==> src/rtl/alu_cn_pkg.sv <==
// Shared constants for the non-restoring divider
// control unit and its datapath.
package alu_cn_pkg;

  localparam int DIV_W     = 8;
  localparam int DIV_CNT_W = $clog2(DIV_W);

  localparam logic OUT_SEL_REM = 1'b0;
  localparam logic OUT_SEL_QUO = 1'b1;

endpackage

==> src/rtl/divider_datapath_sub_iter_counter.sv <==
// Iteration counter: clear on start, step per
// iteration, flag the last iteration.
module iter_counter
  import alu_cn_pkg::*;
#(
  parameter int W     = DIV_W,
  parameter int CNT_W = DIV_CNT_W
) (
  input  logic             clk,
  input  logic             rst,
  input  logic             clr,
  input  logic             inc,
  output logic [CNT_W-1:0] cnt,
  output logic             last
);

  // Clear has priority over increment; wraps naturally.
  always_ff @(posedge clk) begin
    if (rst) begin
      cnt <= '0;
    end else if (clr) begin
      cnt <= '0;
    end else if (inc) begin
      cnt <= cnt + CNT_W'(1);
    end
  end

  assign last = (cnt == CNT_W'(W - 1));

endmodule

==> src/rtl/divider_datapath_sub.sv <==
// Non-restoring divider datapath driven by c0..c6.
// Optional feature macro: DIVDP_DIV0_DETECT_EN.
module divider_datapath_sub
  import alu_cn_pkg::*;
#(
  parameter int W     = DIV_W,
  parameter int CNT_W = DIV_CNT_W
) (
  input  logic         clk,
  input  logic         rst,
  input  logic         c0,
  input  logic         c1,
  input  logic         c2,
  input  logic         c3,
  input  logic         c4,
  input  logic         c5,
  input  logic         c6,
  input  logic [W-1:0] dividend,
  input  logic [W-1:0] divisor,
  output logic         s,
  output logic         count7,
  output logic [W-1:0] outbus,
  output logic         out_valid,
  output logic         out_sel,
  output logic         div0
);

  logic [W:0]       a;
  logic [W-1:0]     q;
  logic [W:0]       m;
  logic [CNT_W-1:0] cnt;
  logic [W-1:0]     rem_val;
  logic [W-1:0]     quo_val;

  assign s = a[W];

  // Partial remainder: load, shift, or add/sub.
  always_ff @(posedge clk) begin
    if (rst) begin
      a <= '0;
    end else if (c0) begin
      a <= '0;
    end else if (c1) begin
      a <= {a[W-1:0], q[W-1]};
    end else if (c2) begin
      a <= c3 ? (a - m) : (a + m);
    end
  end

  // Quotient: load, shift in 0, or set new bit
  // from the sign before this edge's add.
  always_ff @(posedge clk) begin
    if (rst) begin
      q <= '0;
    end else if (c0) begin
      q <= dividend;
    end else if (c1) begin
      q <= {q[W-2:0], 1'b0};
    end else if (c4) begin
      q[0] <= ~a[W];
    end
  end

  // Divisor, zero-extended to the A width.
  always_ff @(posedge clk) begin
    if (rst) begin
      m <= '0;
    end else if (c0) begin
      m <= {1'b0, divisor};
    end
  end

  iter_counter #(
    .W     (W),
    .CNT_W (CNT_W)
  ) u_cnt (
    .clk  (clk),
    .rst  (rst),
    .clr  (c0),
    .inc  (c4),
    .cnt  (cnt),
    .last (count7)
  );

`ifdef DIVDP_DIV0_DETECT_EN
  logic [W-1:0] dvd;

  // Sticky zero-divisor flag plus saved dividend.
  always_ff @(posedge clk) begin
    if (rst) begin
      div0 <= 1'b0;
      dvd  <= '0;
    end else if (c0) begin
      div0 <= (divisor == '0);
      dvd  <= dividend;
    end
  end

  assign rem_val = div0 ? dvd : a[W-1:0];
  assign quo_val = div0 ? '1  : q;
`else
  assign div0    = 1'b0;
  assign rem_val = a[W-1:0];
  assign quo_val = q;
`endif

  // Registered result bus; quotient wins a tie.
  always_ff @(posedge clk) begin
    if (rst) begin
      outbus    <= '0;
      out_sel   <= OUT_SEL_REM;
      out_valid <= 1'b0;
    end else begin
      out_valid <= c5 | c6;
      if (c6) begin
        outbus  <= quo_val;
        out_sel <= OUT_SEL_QUO;
      end else if (c5) begin
        outbus  <= rem_val;
        out_sel <= OUT_SEL_REM;
      end
    end
  end

endmodule

==> config.mk <==
export PLATFORM = sky130hd
export DESIGN_NAME = divider_datapath_sub
export DESIGN_NICKNAME = d
export VERILOG_FILES = /design/src/rtl/alu_cn_pkg.sv /design/src/rtl/divider_datapath_sub_iter_counter.sv /design/src/rtl/divider_datapath_sub.sv
export SDC_FILE = /design/constraint.sdc
export NUM_CORES = 1
export LEC_CHECK = 0
export BUFFER_PORTS_ARGS = -buffer_cell sky130_fd_sc_hd__clkbuf_2
export CORE_ASPECT_RATIO = 0.6
export CORE_MARGIN = 4
export CORE_UTILIZATION = 30
export DETAILED_ROUTE_END_ITERATION = 10
export GPL_TIMING_DRIVEN = 0
export SLEW_MARGIN = 20
export SYNTH_ARGS = -nofsm -noshare
export SYNTH_HDL_FRONTEND = slang
export SYNTH_SLANG_ARGS = --single-unit
==> constraint.sdc <==
create_clock -name clk -period 2.5 [get_ports clk]
set_input_delay 0.375 -clock clk [delete_from_list [all_inputs] [get_ports clk]]
set_output_delay 0.375 -clock clk [all_outputs]
set_load 0.005 [all_outputs]
# ---- Yosys cells after proc, flatten, opt, wreduce, memory -nomap -nowiden
# Cells that the tools add are included.
dict set report word_totals {
  regBits 38
  latchBits 0
  ramBits 0
  mem_bits_ro 0
  input_bits 25
  out_inout_bits 13
  elab_cells 30
  n_memories 0
}
dict set report classes {
  n_addsub 3
  multipliers 0
  div 0
  magnitude_cmp 0
  eq_ne 1
  shift 0
  muxes 11
  bitwise_logic 2
  n_reduce_logical 5
}
# cell n
set op_table {}
lappend op_table {{two-way mux 9 bit} 3}
lappend op_table {{two-way mux 8 bit} 3}
lappend op_table {{adder 9 x 8 -> 9 bit} 1}
lappend op_table {{subtractor 9 x 8 -> 9 bit} 1}
lappend op_table {{two-way mux 7 bit} 1}
lappend op_table {{nonzero test 2 bit} 3}
lappend op_table {{two-way mux 1 bit} 4}
lappend op_table {{adder 3 x 1 -> 3 bit (second input constant)} 1}
lappend op_table {{equality test 3 bit (second input constant)} 1}
lappend op_table {{nonzero test 3 bit} 1}
lappend op_table {{OR reduction 2 bit} 1}
lappend op_table {{NOT 1 bit} 1}
lappend op_table {{bitwise OR 1 bit} 1}

# ---- Depth between registers and ports, before layout
# Gate-level depths: netlist (run 1).
dict set report depth {
  ltp_word 4
  mapped_depth 10
  depth_no_buf 10
}

# ---- Modules after synthesis
# A second synthesis (run 1) with hierarchy kept.
dict set report unflattened {
  cells_unflattened 254
  hier_area_um2 2142.1
}
# module n_inst cells_per_inst area_each_um2 seq_area_each_um2
set modules_own_cells {}
lappend modules_own_cells {divider_datapath_sub 1 243 2008.2 700.7}
lappend modules_own_cells {iter_counter 1 11 133.9 60.1}

# ---- Least setup slack after synthesis (run 1)
# OpenSTA, ideal clock, no wires.
dict set report synth_path {
  path_kind {register to register}
  start {register m[0]}
  end {register a[5]}
  t_arrival_ns 2.079
  required_time_ns 2.378
  path_slack_ns 0.299
  path_stages_with_launch 10
  n_path_buf 0
  path_cell_list {dfxtp_1 > inv_1 > ha_1 > mux2i_1 > ha_1 > nor2b_1 > o31a_1 > nor2_2 > mux2i_1 > o311a_1}
}
dict set report synth_via {
  elab_chain_len 4
  elab_cells_between_ends 5
  cone_classes {2 x add/sub; 3 x mux}
}
# item line_no
set synth_rtl {}
lappend synth_rtl {{start: declaration} divider_datapath_sub.sv:30} ;# logic [W:0] m;
lappend synth_rtl {{start signal: assignment} divider_datapath_sub.sv:69} ;# m <= {1'b0, divisor};
lappend synth_rtl {{adder 9 x 8 -> 9 bit / subtractor 9 x 8 -> 9 bit (equally long branches)} divider_datapath_sub.sv:46} ;# a <= c3 ? (a - m) : (a + m);
lappend synth_rtl {{two-way mux 9 bit (*)} divider_datapath_sub.sv:46}
lappend synth_rtl {{two-way mux 9 bit (*)} divider_datapath_sub.sv:45} ;# end else if (c2) begin
lappend synth_rtl {{two-way mux 9 bit (*)} divider_datapath_sub.sv:43} ;# end else if (c1) begin
lappend synth_rtl {{end signal: assignment} divider_datapath_sub.sv:44} ;# a <= {a[W-1:0], q[W-1]};
lappend synth_rtl {{end signal: assignment} divider_datapath_sub.sv:46}
lappend synth_rtl {{end: declaration} divider_datapath_sub.sv:28} ;# logic [W:0] a;
# Mark *: on every way between the ends. The rest lies on a longest branch, timed or not. The select of a mux whose other input is x is not followed.
# A chain may end at the register's enable or synchronous reset.

# ---- Final worst setup path (run 1)
dict set report layout_path {
  start {register m[1]}
  end {register a[5]}
}
# The elaborated chain is that of the path after synthesis.

==> results of run 1 <==
==> power breakdown <==
part           internal (mW)  switching, mW  total (mW)  leakage [nW]
registers              0.637         0.0343       0.671         0.312
clock network          0.599          0.254       0.853        0.0971
logic                  0.163          0.202       0.364         0.719
total                   1.40          0.490        1.89          1.13
==> what timing repair did <==
item / in CTS / in global routing
gates resized for setup: 1 / 7
setup endpoints to repair: 1 / 4
pin swaps: 0 / 1
cloned: 0 / 0
hold buffers: 0 / 0
==> cells in the mapped netlist (4+ instances only) <==
| library cell | n | area [sq um] |
|---|---|---|
| buf_2 | 5 | 25.0 |
| clkbuf_1 | 12 | 45.0 |
| nor2_1 | 56 | 210 |
| nor3_1 | 5 | 25.0 |
| a21oi_1 | 30 | 150 |
| dfxtp_1 | 38 | 761 |
| ha_1 | 11 | 138 |
| o21ai_0 | 5 | 25.0 |
| mux2i_1 | 29 | 290 |
| xnor2_1 | 11 | 96.3 |
| nor2b_1 | 4 | 25.0 |
| a211oi_1 | 5 | 37.5 |
| inv_1 | 9 | 33.8 |
==> cells in the final DEF (no fill, tap or decap), drive strengths merged, types with 6 or more instances in the layout <==
cell type,netlist,routed
nor2,57,57
clkbuf,12,46
dfxtp,38,38
a21oi,30,30
mux2i,29,29
xnor2,11,11
ha,11,11
inv,9,9
buf,6,6
o21ai,6,6
==> flip-flops by register name (all words and copies together), names as in the netlist <==
signal     count
a              9
m              8
outbus         8
q              8
u_cnt.cnt      3
out_sel        1
out_valid      1
==> routing by layer <==
| metal | vias to the layer above | GRT usage (%) |
|---|---|---|
| met3 | 7 | 5.27 |
| met2 | 70 | 16.6 |
| met1 | 859 | 22.6 |
| li1 | 945 | - |
| met4 | 0 | 4.33 |
| met5 | - | 0 |
==> worst reg2reg max path, cell delays in order (launching register included) <==
cell and delay [ns]:
dfxtp_2 0.39, inv_1 0.08, ha_1 0.23, nor2_1 0.13, xnor2_1 0.17, ha_1 0.34
o21a_1 0.21, o31a_1 0.15, nor2_4 0.14, mux2i_1 0.09, o311a_1 0.32
==> kinds of logic after synthesis <==
family,count (synthesis),synth area share [%]
fa+ha+maj,12,7.40
other cells,1,0.176
flops,38,35.7
xor+xnor,12,4.93
compound gates,56,16.3
simple gates,80,16.6
mux,29,13.6
buf+inv,27,5.23
==> cell type report <==
type                    instances  area, sq um  share of cell area (%)
clock inverters                 2         60.1                    2.30
well taps                      87          109                    4.17
clock buffers                   6          139                    5.32
repair buffers                 28          140                    5.37
flip-flops and latches         38          763                    29.2
multi-input cells             190         1290                    49.4
plain buffers                  18         77.6                    2.97
inverters                       9         33.8                    1.29
==> worst min path at each step <==
| stage | from | to | cells after the start |
|---|---|---|---|
| after CTS | dividend[2] | q[2] | 3 |
| final | dividend[2] | q[2] | 3 |
| after floorplan | u_cnt.cnt[1] | u_cnt.cnt[1] | 2 |
| after global placement | out_sel | out_sel | 2 |
| after detailed placement | out_sel | out_sel | 2 |
| after global routing | divisor[3] | m[3] | 3 |
==> through the flow <==
step	power [mW]	TNS [ns]	setup slack (ns)	instance area (sq um)	hold slack, ns
floorplan	0.934	0	0.299	2130	0.465
global placement	1.02	0	0.0433	2380	0.473
detailed placement	1.03	-0.00983	-0.00983	2380	0.479
CTS	1.88	0	0.0257	2580	0.316
global route	1.97	0	0.00741	2610	0.331
finish	1.89	0	0.147	2610	0.319
==> results.cfg, run 1 <==
[outcome]
outcome = finished, final reports clean

[critical_path]
cp_common_cell = ha_1
rr_worst_depth = 10
crit_path_start_kind = register
max_stage_delay_ns = 0.39
cp-endpoint = a[5]
crit_chain = inv_1 > ha_1 > nor2_1 > xnor2_1 > ha_1 > o21a_1 > o31a_1 > nor2_4 > mux2i_1 > o311a_1
regToRegEndpoint = a[5]
worstPathRequired_ns = 2.67
crit_fanout = 5
worst-path-buf-inv = 1
critPathLaunch = m[1]
crit_cells = 10
reg2reg_slack_ns = 0.15
path_delay_family = compound AO/OA/AOI/OAI gates
path_class = reg -> reg
worstSetupEndpointType = register
r2r-start = m[1]
crit_slowest_cell = dfxtp_2
arrival_ns = 2.53

[routing]
drc = 0
vias = 1881
post_drt_wl_per_cell_um = 15.2
topRoutingLayerUsed = met4
viasPerCell = 4.98
m1WireLength_mm = 2.95
route.met3.wl_um = 686
ant_nets = 0
drt-total-wl_mm = 5.75
drtPass1Iterations = 4
drtIter0Drc = 115
dr_wl_met2_mm = 2.05

[power]
ir_drop_v = 0.000276
p_leak_nw = 1.13
power.density_mw_per_mm2 = 723

[finish]
nFillCells = 704
fin_nets = 327
drive_above_1_share_pct = 18.6
instances_no_fill = 378
n_antenna_cell = 0
area_growth_pct = 22.5
fin_util_pct = 38.4

[timing]
setup_viol = 0
finalCriticalPeriod_ns = 2.35
hold_viol_final = 0
slew_headroom_pct = 63.0
fin_skew_ns = 0.00385
drv_slew = 0
max_freq_mhz = 425
finalCritPeriodShare_pct = 94.1
rsz0062_at_grt = false
tightestPinTransition_ns = 0.555

[grt]
grt_use_total_pct = 14.1
antenna_found_initial = 0
grt_pass1_wl_mm = 9.16
grt_pass1_vias = 1762
grt_max_degree = 13
grt_overflow = 0

[clock_network]
clk_latency_ns = 0.28
cts-root-buf = clkbuf_16
cts_buffers = 5
clk_pin_slew_worst_paths_ns = 0.06
postCtsSetupRepairBufs = 0
htreeDepth = 2
cts_buffer_depth = 2
clock-sinks = 38
tritoncts = yes

[placement]
gp_congestion = 0.831
dpl.cell_count = 370
hpwlAfterDp_mm = 4.40
io_buffers = 28

[yosys]
syn_area_sq_mm = 0.00213
seq_area_frac_synth_pct = 35.7
synth.distinct_cells = 37
syn_area_per_cell_sq_um = 8.36
yosys_warnings = 0
ys.flop_type = dfxtp_1
synth_edf_count = 0
synth_nets = 292
syn-instance-count = 255
ys_ff_latch = 38
ys_async_sr_fraction_pct = 0

[min_path]
hold_class = in -> reg

[die]
die_w_um = 117
pin_count = 38
dieArea_sq_mm = 0.00856
core_area_sq_mm = 0.00679
num_rows = 23
initial_core_util_pct = 31.4
die_y_um = 73.3

[flow_run]
cap_viol_max_count = 0
No activity file was read; power rests on OpenSTA's default activity.
==> run 2: changes to the inputs <==
Settings changed: PLACE_DENSITY set to 0.5.
==> run 2 against run 1 <==
Clock power shrank 14%. Clock skew grew 0.00072 ns. Worst hold slack gained 0.012 ns. Routed wire length shrank 2.3%. First-iteration DRC count shrank 39%. Core utilization shrank 0.53 points. Combinational power shrank 2%. Largest power group unchanged.
==> results.cfg, run 2 (synthesized netlist as in run 1, its figures left out) <==
[timing]
finalCriticalPeriod_ns = 2.37
fin_setup_tns_ns = 0
drv_slew = 0
rsz0062_at_grt = false
finalCritPeriodShare_pct = 94.8
slew_headroom_pct = 62.7
fin_skew_ns = 0.00457
setup_viol = 0
hold_slack_ns = 0.331
hold_viol_final = 0
max_freq_mhz = 422
tightestPinTransition_ns = 0.545

[critical_path]
crit_chain = nor3_1 > a31oi_1 > xnor2_1 > ha_1 > a21oi_2 > o21ai_1 > o31ai_2 > xnor2_1 > o22ai_1
crit_fanout = 6
regToRegEndpoint = a[8]
rr_worst_depth = 9
arrival_ns = 2.51
reg2reg_slack_ns = 0.13
path_class = reg -> reg
crit_path_start_kind = register
max_stage_delay_ns = 0.37
worstSetupEndpointType = register
cp-endpoint = a[8]
cp_common_cell = xnor2_1
r2r-start = m[2]
crit_slowest_cell = dfxtp_1
critPathLaunch = m[2]
worst-path-buf-inv = 0
path_delay_family = compound AO/OA/AOI/OAI gates
crit_cells = 9
worstPathRequired_ns = 2.64

[routing]
drtIter0Drc = 70
vias = 1836
post_drt_wl_per_cell_um = 14.9
ant_nets = 0
drc = 0
drtPass1Iterations = 4
drt-total-wl_mm = 5.62
viasPerCell = 4.87

[outcome]
outcome = finished, final reports clean

[die]
core_area_sq_mm = 0.00679
die_w_um = 117
initial_core_util_pct = 31.4
pin_count = 38
num_rows = 23
die_y_um = 73.3
dieArea_sq_mm = 0.00856

[finish]
mostFrequentLayoutCell = nor2_1
finalInstanceArea_sq_mm = 0.00257
max_flop_register = a
final-seq-area_sq_um = 763
n_antenna_cell = 0
multi_input_area_sq_mm = 0.00128
nFillCells = 713
layout_common_cells = nor2_1, dfxtp_1, a21oi_1
largest_reg_flops = 9
fin_nets = 327
drive_above_1_share_pct = 17.9
area_growth_pct = 20.8

[grt]
grt_pass1_vias = 1580
grt_overflow = 0
grt_max_degree = 12
grt_pass1_wl_mm = 8.78
antenna_found_initial = 0
grt_use_total_pct = 13.7

[clock_network]
cts-resized-gates = 1
cts_buffer_depth = 2
cts-root-buf = clkbuf_16
cts_buffers = 5
postCtsSetupRepairBufs = 0
clock-sinks = 38
tritoncts = yes
cts_hold_buf = 0
htreeDepth = 2
clk_pin_slew_worst_paths_ns = 0.06
clk_latency_ns = 0.28

[power]
ir_drop_v = 0.000250
power.density_mw_per_mm2 = 683
p_leak_nw = 1.11

[placement]
gp_congestion = 0.816
placed_area_sq_mm = 0.00238
hpwlAfterDp_mm = 4.39
io_buffers = 28

[flow_run]
cap_viol_max_count = 0

[min_path]
hold_class = in -> reg
[run 2: cell count changes in the layout (fill, tap and decap cells not counted), sizes merged]
cell / before / now
bufinv: 2 / 1
[run 2: area by class of cell]
class	count	area share, %
clock inverters	1	1.17
well taps	87	4.23
repair buffers	28	5.44
clock buffers	6	5.39
plain buffers	18	3.01
flip-flops and latches	38	29.6
multi-input cells	190	49.8
inverters	9	1.31
[run 2: worst min path at each step]
| stage | end | cells after the start | start |
|---|---|---|---|
| floorplan | u_cnt.cnt[1] | 2 | u_cnt.cnt[1] |
| global placement | out_sel | 2 | out_sel |
| detailed placement | out_sel | 2 | out_sel |
| CTS | q[6] | 3 | dividend[6] |
| global route | q[2] | 3 | dividend[2] |
| finish | q[6] | 3 | dividend[6] |
[run 2: routing by layer]
metal | vias to the layer above | global-route usage (%) | part of all wire [%]
met5 | - | 0 | 0
met4 | 0 | 3.05 | 0.37
met3 | 2 | 3.95 | 4.3
met2 | 30 | 15.2 | 36
met1 | 857 | 23.9 | 59
li1 | 947 | - | -
[run 2: power by group]
group          internal, mW  total [mW]  switching (mW)
Clock                 0.492       0.731           0.239
Combinational         0.160       0.357           0.196
Sequential            0.637       0.670          0.0336
[run 2: per-stage QoR]
| step | setup WS [ns] | util (%) | power (mW) | instances |
|---|---|---|---|---|
| floorplan | 0.299 | - | 0.934 | 255 |
| detailed placement | -0.0160 | 35.0 | 1.03 | 370 |
| global route | 0.00112 | 37.9 | 1.86 | 377 |
| global placement | -0.0136 | 35.0 | 1.02 | 370 |
| finish | 0.131 | 37.9 | 1.76 | 377 |
| CTS | 0.0183 | 37.6 | 1.77 | 377 |
[run 2: worst min-delay path, cell delays in order]
cell      delay [ns]
clkbuf_2        0.07
a21oi_1         0.05
nor2_1          0.07
